===== config.mk =====
export PLATFORM = sky130hd
export DESIGN_NAME = imem_loader
export DESIGN_NICKNAME = d
export VERILOG_FILES = /design/src/rtl/imem_loader.sv
export SDC_FILE = /design/constraint.sdc
export NUM_CORES = 1
export LEC_CHECK = 0
export CAP_MARGIN = 40
export CORE_MARGIN = 2
export CORE_UTILIZATION = 55
export CTS_BUF_LIST = sky130_fd_sc_hd__clkbuf_16
export CTS_CLUSTER_SIZE = 30
export DETAILED_ROUTE_END_ITERATION = 10
export PLACE_DENSITY_LB_ADDON = 0.08
export SLEW_MARGIN = 20
export SYNTH_ARGS = -nofsm -noshare
export SYNTH_HDL_FRONTEND = slang
export SYNTH_SLANG_ARGS = --single-unit

===== constraint.sdc =====
create_clock -name clk -period 3.8 [get_ports clk]
set_clock_uncertainty 0.05 [all_clocks]
set_input_delay 0.76 -clock clk [delete_from_list [all_inputs] [get_ports clk]]
set_output_delay 0.76 -clock clk [all_outputs]
set_load 0.05 [all_outputs]

===== src/rtl/imem_loader.sv =====
// rtl/imem_loader.sv - boot-time framed byte-stream loader for the instruction memory
//
// Receives LEN (4 bytes, LSB first) + LEN payload bytes + 8-bit additive checksum,
// writes each payload byte to imem one cycle after it is accepted, and keeps the
// core in reset until a good frame has been loaded.
//
// Ports:
//   clk, rst               clock (rising edge), asynchronous active-low reset
//   start                  1-cycle pulse, begins a frame from IDLE/DONE/ERR
//   in_valid/in_data/in_ready   byte stream handshake
//   wr_en/wr_addr/wr_data  imem byte write port
//   cpu_hold               core held in reset (loading or error)
//   done/err               sticky frame status
module imem_loader #(
   parameter int ADDR_W    = 12,
   parameter int MEM_BYTES = 2048,
   parameter int BASE_ADDR = 0,
   parameter int TIMEOUT   = 65535
) (
   input  logic              clk,
   input  logic              rst,
   input  logic              start,
   input  logic              in_valid,
   input  logic [7:0]        in_data,
   output logic              in_ready,
   output logic              wr_en,
   output logic [ADDR_W-1:0] wr_addr,
   output logic [7:0]        wr_data,
   output logic              cpu_hold,
   output logic              done,
   output logic              err
);

   typedef enum logic [2:0] {
      S_IDLE, S_LEN, S_DATA, S_CSUM, S_DONE, S_ERR
   } state_t;

   localparam int              TO_W    = $clog2(TIMEOUT + 1);
   localparam logic [31:0]     LIMIT   = 32'(MEM_BYTES - BASE_ADDR);
   localparam logic [TO_W-1:0] TO_LAST = TO_W'(TIMEOUT - 1);

   state_t           state, state_n;
   logic [31:0]      len;
   logic [31:0]      idx;
   logic [7:0]       sum;
   logic [TO_W-1:0]  tcnt;
   logic             active;
   logic             acc;
   logic             timeout;
   logic [31:0]      full_len;

   assign active   = (state == S_LEN) || (state == S_DATA) || (state == S_CSUM);
   assign acc      = in_valid && active;
   // Fires on the idle cycle that would bring the counter to TIMEOUT.
   assign timeout  = active && !acc && (tcnt == TO_LAST);
   // Length as it will be once the 4th (MSB) byte currently on the bus lands.
   assign full_len = {in_data, len[23:0]};

   always_ff @(posedge clk or negedge rst) begin
      if (!rst) state <= S_IDLE;
      else      state <= state_n;
   end

   always_comb begin
      state_n = state;
      case (state)
         S_IDLE, S_DONE, S_ERR: begin
            if (start) state_n = S_LEN;
         end
         S_LEN: begin
            if (timeout) state_n = S_ERR;
            else if (acc && idx == 32'd3) begin
               if (full_len == 32'd0)    state_n = S_CSUM;
               else if (full_len > LIMIT) state_n = S_ERR;
               else                       state_n = S_DATA;
            end
         end
         S_DATA: begin
            if (timeout) state_n = S_ERR;
            else if (acc && idx == len - 32'd1) state_n = S_CSUM;
         end
         S_CSUM: begin
            if (timeout)  state_n = S_ERR;
            else if (acc) state_n = (in_data == sum) ? S_DONE : S_ERR;
         end
         default: state_n = S_IDLE;
      endcase
   end

   always_comb begin
      in_ready = active;
      cpu_hold = active || (state == S_ERR);
      done     = (state == S_DONE);
      err      = (state == S_ERR);
   end

   always_ff @(posedge clk or negedge rst) begin
      if (!rst) begin
         wr_en   <= 1'b0;
         wr_addr <= '0;
         wr_data <= '0;
         len     <= '0;
         idx     <= '0;
         sum     <= '0;
         tcnt    <= '0;
      end else begin
         wr_en <= 1'b0;
         if (!active && start) begin
            len  <= '0;
            idx  <= '0;
            sum  <= '0;
            tcnt <= '0;
         end else if (active) begin
            tcnt <= acc ? '0 : tcnt + 1'b1;
            if (acc) begin
               case (state)
                  S_LEN: begin
                     len[{idx[1:0], 3'b000} +: 8] <= in_data;
                     // idx restarts so it becomes the payload index in DATA.
                     idx <= (idx == 32'd3) ? '0 : idx + 32'd1;
                  end
                  S_DATA: begin
                     wr_en   <= 1'b1;
                     wr_addr <= ADDR_W'(BASE_ADDR) + idx[ADDR_W-1:0];
                     wr_data <= in_data;
                     sum     <= sum + in_data;
                     idx     <= idx + 32'd1;
                  end
                  default: ;
               endcase
            end
         end
      end
   end

endmodule


==> impl_metrics.json <==
{
  "grt.total_usage_pct": 27.5,
  "clockRootBuffer": "clkbuf_16",
  "first_pass_iters": 5,
  "post-synth-top-count-cell": "dfrtp_1",
  "whs_ps": 319,
  "synth_common_cells": "112 x dfrtp_1, 96 x nand2_1, 79 x nor2_1",
  "syn_area_per_cell_um2": 9.11,
  "n_antenna_cell": 0,
  "nets": 796,
  "synthFlopType": "dfrtp_1",
  "setup_tns_ps": 0,
  "cts_resized": 0,
  "rows": 40,
  "p_seq_share_pct": 30.9,
  "p_per_area_mw_per_mm2": 625,
  "route.vias.total": 5624,
  "cp-end-kind": "register",
  "switchingPower_mw": 1.98,
  "h-tree-depth": 3,
  "core-area_mm2": 0.0119,
  "io_buffers": 36,
  "crit_type": "register to register",
  "routed_wl_um": 16800,
  "fmax_mhz": 294,
  "netlist.area_leader.share_pct": 42.1,
  "max_slew.worst_pin.slew_ps": 704,
  "cp-start-kind": "register",
  "cp_data_required_time_ps": 4030,
  "clock_latency_ps": 360,
  "critPathArrivalTime_ps": 3640,
  "synth.area.top_cells": "dfrtp_1 42%, nand2_1 5.4%, xor2_1 5.1%, xnor2_1 4.9%, nor2_1 4.5%",
  "rsz0062_at_grt": "false",
  "die_x_um": 114,
  "synth_cell_types": 70,
  "holdBufCountCts": 0,
  "ios": 37,
  "place_area_mm2": 0.00724,
  "dieArea_mm2": 0.0130,
  "drt-initial-drc-count": 409,
  "clkPwrFrac_pct": 18.9,
  "cts_setup_buffers": 0,
  "initial_core_util_pct": 55.9,
  "drc_errors": 0,
  "yosysSeqAreaShare_pct": 42.1,
  "p_sw_share_pct": 42.2,
  "dpl.hpwl_um": 12500,
  "drive_above_1_share_pct": 9.82,
  "hold_viol": 0,
  "syn-instance-count": 731,
  "clk_path_buf_depth": 2,
  "area_growth_pct": 12.7,
  "finalPower_mw": 4.70,
  "relSlewSlack_pct": 53.0,
  "ys_warn_count": 0,
  "cp_max_fo": 7,
  "place.gp.congestion": 0.935,
  "synth_largest_area_cell": "dfrtp_1",
  "wl_per_cell_um": 18.2,
  "intPower_mw": 2.71,
  "vias_per_cell": 6.11,
  "fin_area_mm2": 0.00751,
  "power_frac_comb_pct": 50.2,
  "gr-total-overflow": 0,
  "ir_drop_mv": 0.302,
  "cap_violations": 0,
  "slew_violations": 0,
  "antenna_found_initial": 0,
  "fin_cells": 921,
  "synth-seq-cells": 112,
  "cts_sinks": 112,
  "min_period_ps": 3410,
  "clk_pin_slew_worst_paths_ps": 70,
  "period_share_pct": 89.6,
  "leakagePower_nw": 3.34,
  "netlist_area_mm2": 0.00666,
  "postRouteAntennaNets": 0,
  "cts_buffers": 9,
  "hold_class": "input pin to asynchronous set/reset pin",
  "grt_pass1_wl_um": 28200,
  "setup_violations": 0,
  "grt_max_degree": 75,
  "synth-edff-count": 0,
  "die_h_um": 114,
  "synth_fp_nets": 758,
  "dp_cells": 905,
  "grt_pass1_vias": 5506,
  "cts_tree": "done",
  "async_reset_ff_share_pct": 100,
  "status": "completed"
}
-- per-layer routing --
layer	part of all wire, %	up-vias	GRT usage, %	routed length (um)
met5	0	-	0	0
met4	1.8	0	8.62	303
met3	4.7	27	4.39	781
met2	48	167	45.1	8080
met1	45	2764	37.8	7620
li1	-	2666	-	-
-- power by group through the flow --
stage / registers, mW / clock network, mW / logic, mW
after floorplan: 1.40 / 0 / 1.86
after global placement: 1.46 / 0 / 2.29
after detailed placement: 1.47 / 0 / 2.34
after CTS: 1.45 / 0.910 / 2.35
after global routing: 1.47 / 0.959 / 2.63
final: 1.45 / 0.888 / 2.36
-- per-stage QoR --
stage | setup slack (ps) | utilization [%]
floorplan | 687 | -
global placement | 497 | 60.8
detailed placement | 395 | 60.8
CTS | 381 | 63.0
global route | 128 | 63.0
finish | 394 | 63.0
-- worst max-delay path, stage by stage, from the launching register on --
cell and delay [ps]:
dfrtp_1 440, inv_1 80, ha_1 210, or4b_1 600
nor4_4 500, nand3_1 160, and3b_1 250, o211ai_2 80
a211o_4 310, or4_1 460, a31oi_1 180
-- cells in the final DEF (no fill, tap or decap), types with 17 or more instances in the layout --
cell type	synthesis	final
dfrtp_1	112	112
nand3_1	20	20
nor2_1	79	79
nand2_1	96	96
mux2_2	20	20
clkdlybuf4s50_1	0	35
xor2_1	39	39
xnor2_1	37	37
nor3_1	25	25
buf_4	0	20
inv_1	18	18
o21ai_0	57	57
a22o_1	17	17
-- logic make-up (layout without fill, tap and decap cells) --
logic type | Yosys count | after routing | synth area share (%)
buffers and inverters | 48 | 91 | 3.01
muxes | 23 | 23 | 3.83
adders and majority gates | 15 | 15 | 2.93
DFF | 112 | 112 | 42.1
AOI/OAI and AO/OA | 133 | 133 | 13.3
xor gates and xnor gates | 77 | 77 | 10.2
and+or+nand+nor | 323 | 323 | 24.6
-- layout make-up --
type	count	area (um2)
Fill cell	1054	4400
Clock inverter	7	47.5
Tap cell	147	184
Sequential cell	112	2800
Timing Repair Buffer	56	520
Multi-Input combinational cell	571	3660
Inverter	19	71.3
Clock buffer	9	225
-- sequential cells by signal, indices dropped and copies added (netlist names) --
register / flops
idx: 32
wr_addr: 12
tcnt: 16
sum: 8
state: 3
len: 32
wr_data: 8
wr_en: 1
-- worst paths after layout --
| path | startpoint | endpoint | slack, ps | cells after the start |
|---|---|---|---|---|
| setup / recovery | len[0] | state[0] | 390 | 10 |
| hold / removal | rst | tcnt[7] | 320 | 1 |
| setup reg to reg | len[0] | state[0] | 390 | 10 |
| hold reg to reg | tcnt[15] | tcnt[15] | 440 | 1 |
| max in group asynchronous | rst | wr_data[5] | 2620 | 2 |
| min in group clk | tcnt[15] | tcnt[15] | 440 | 1 |
Note: power is estimated with default switching activity, not from simulation.
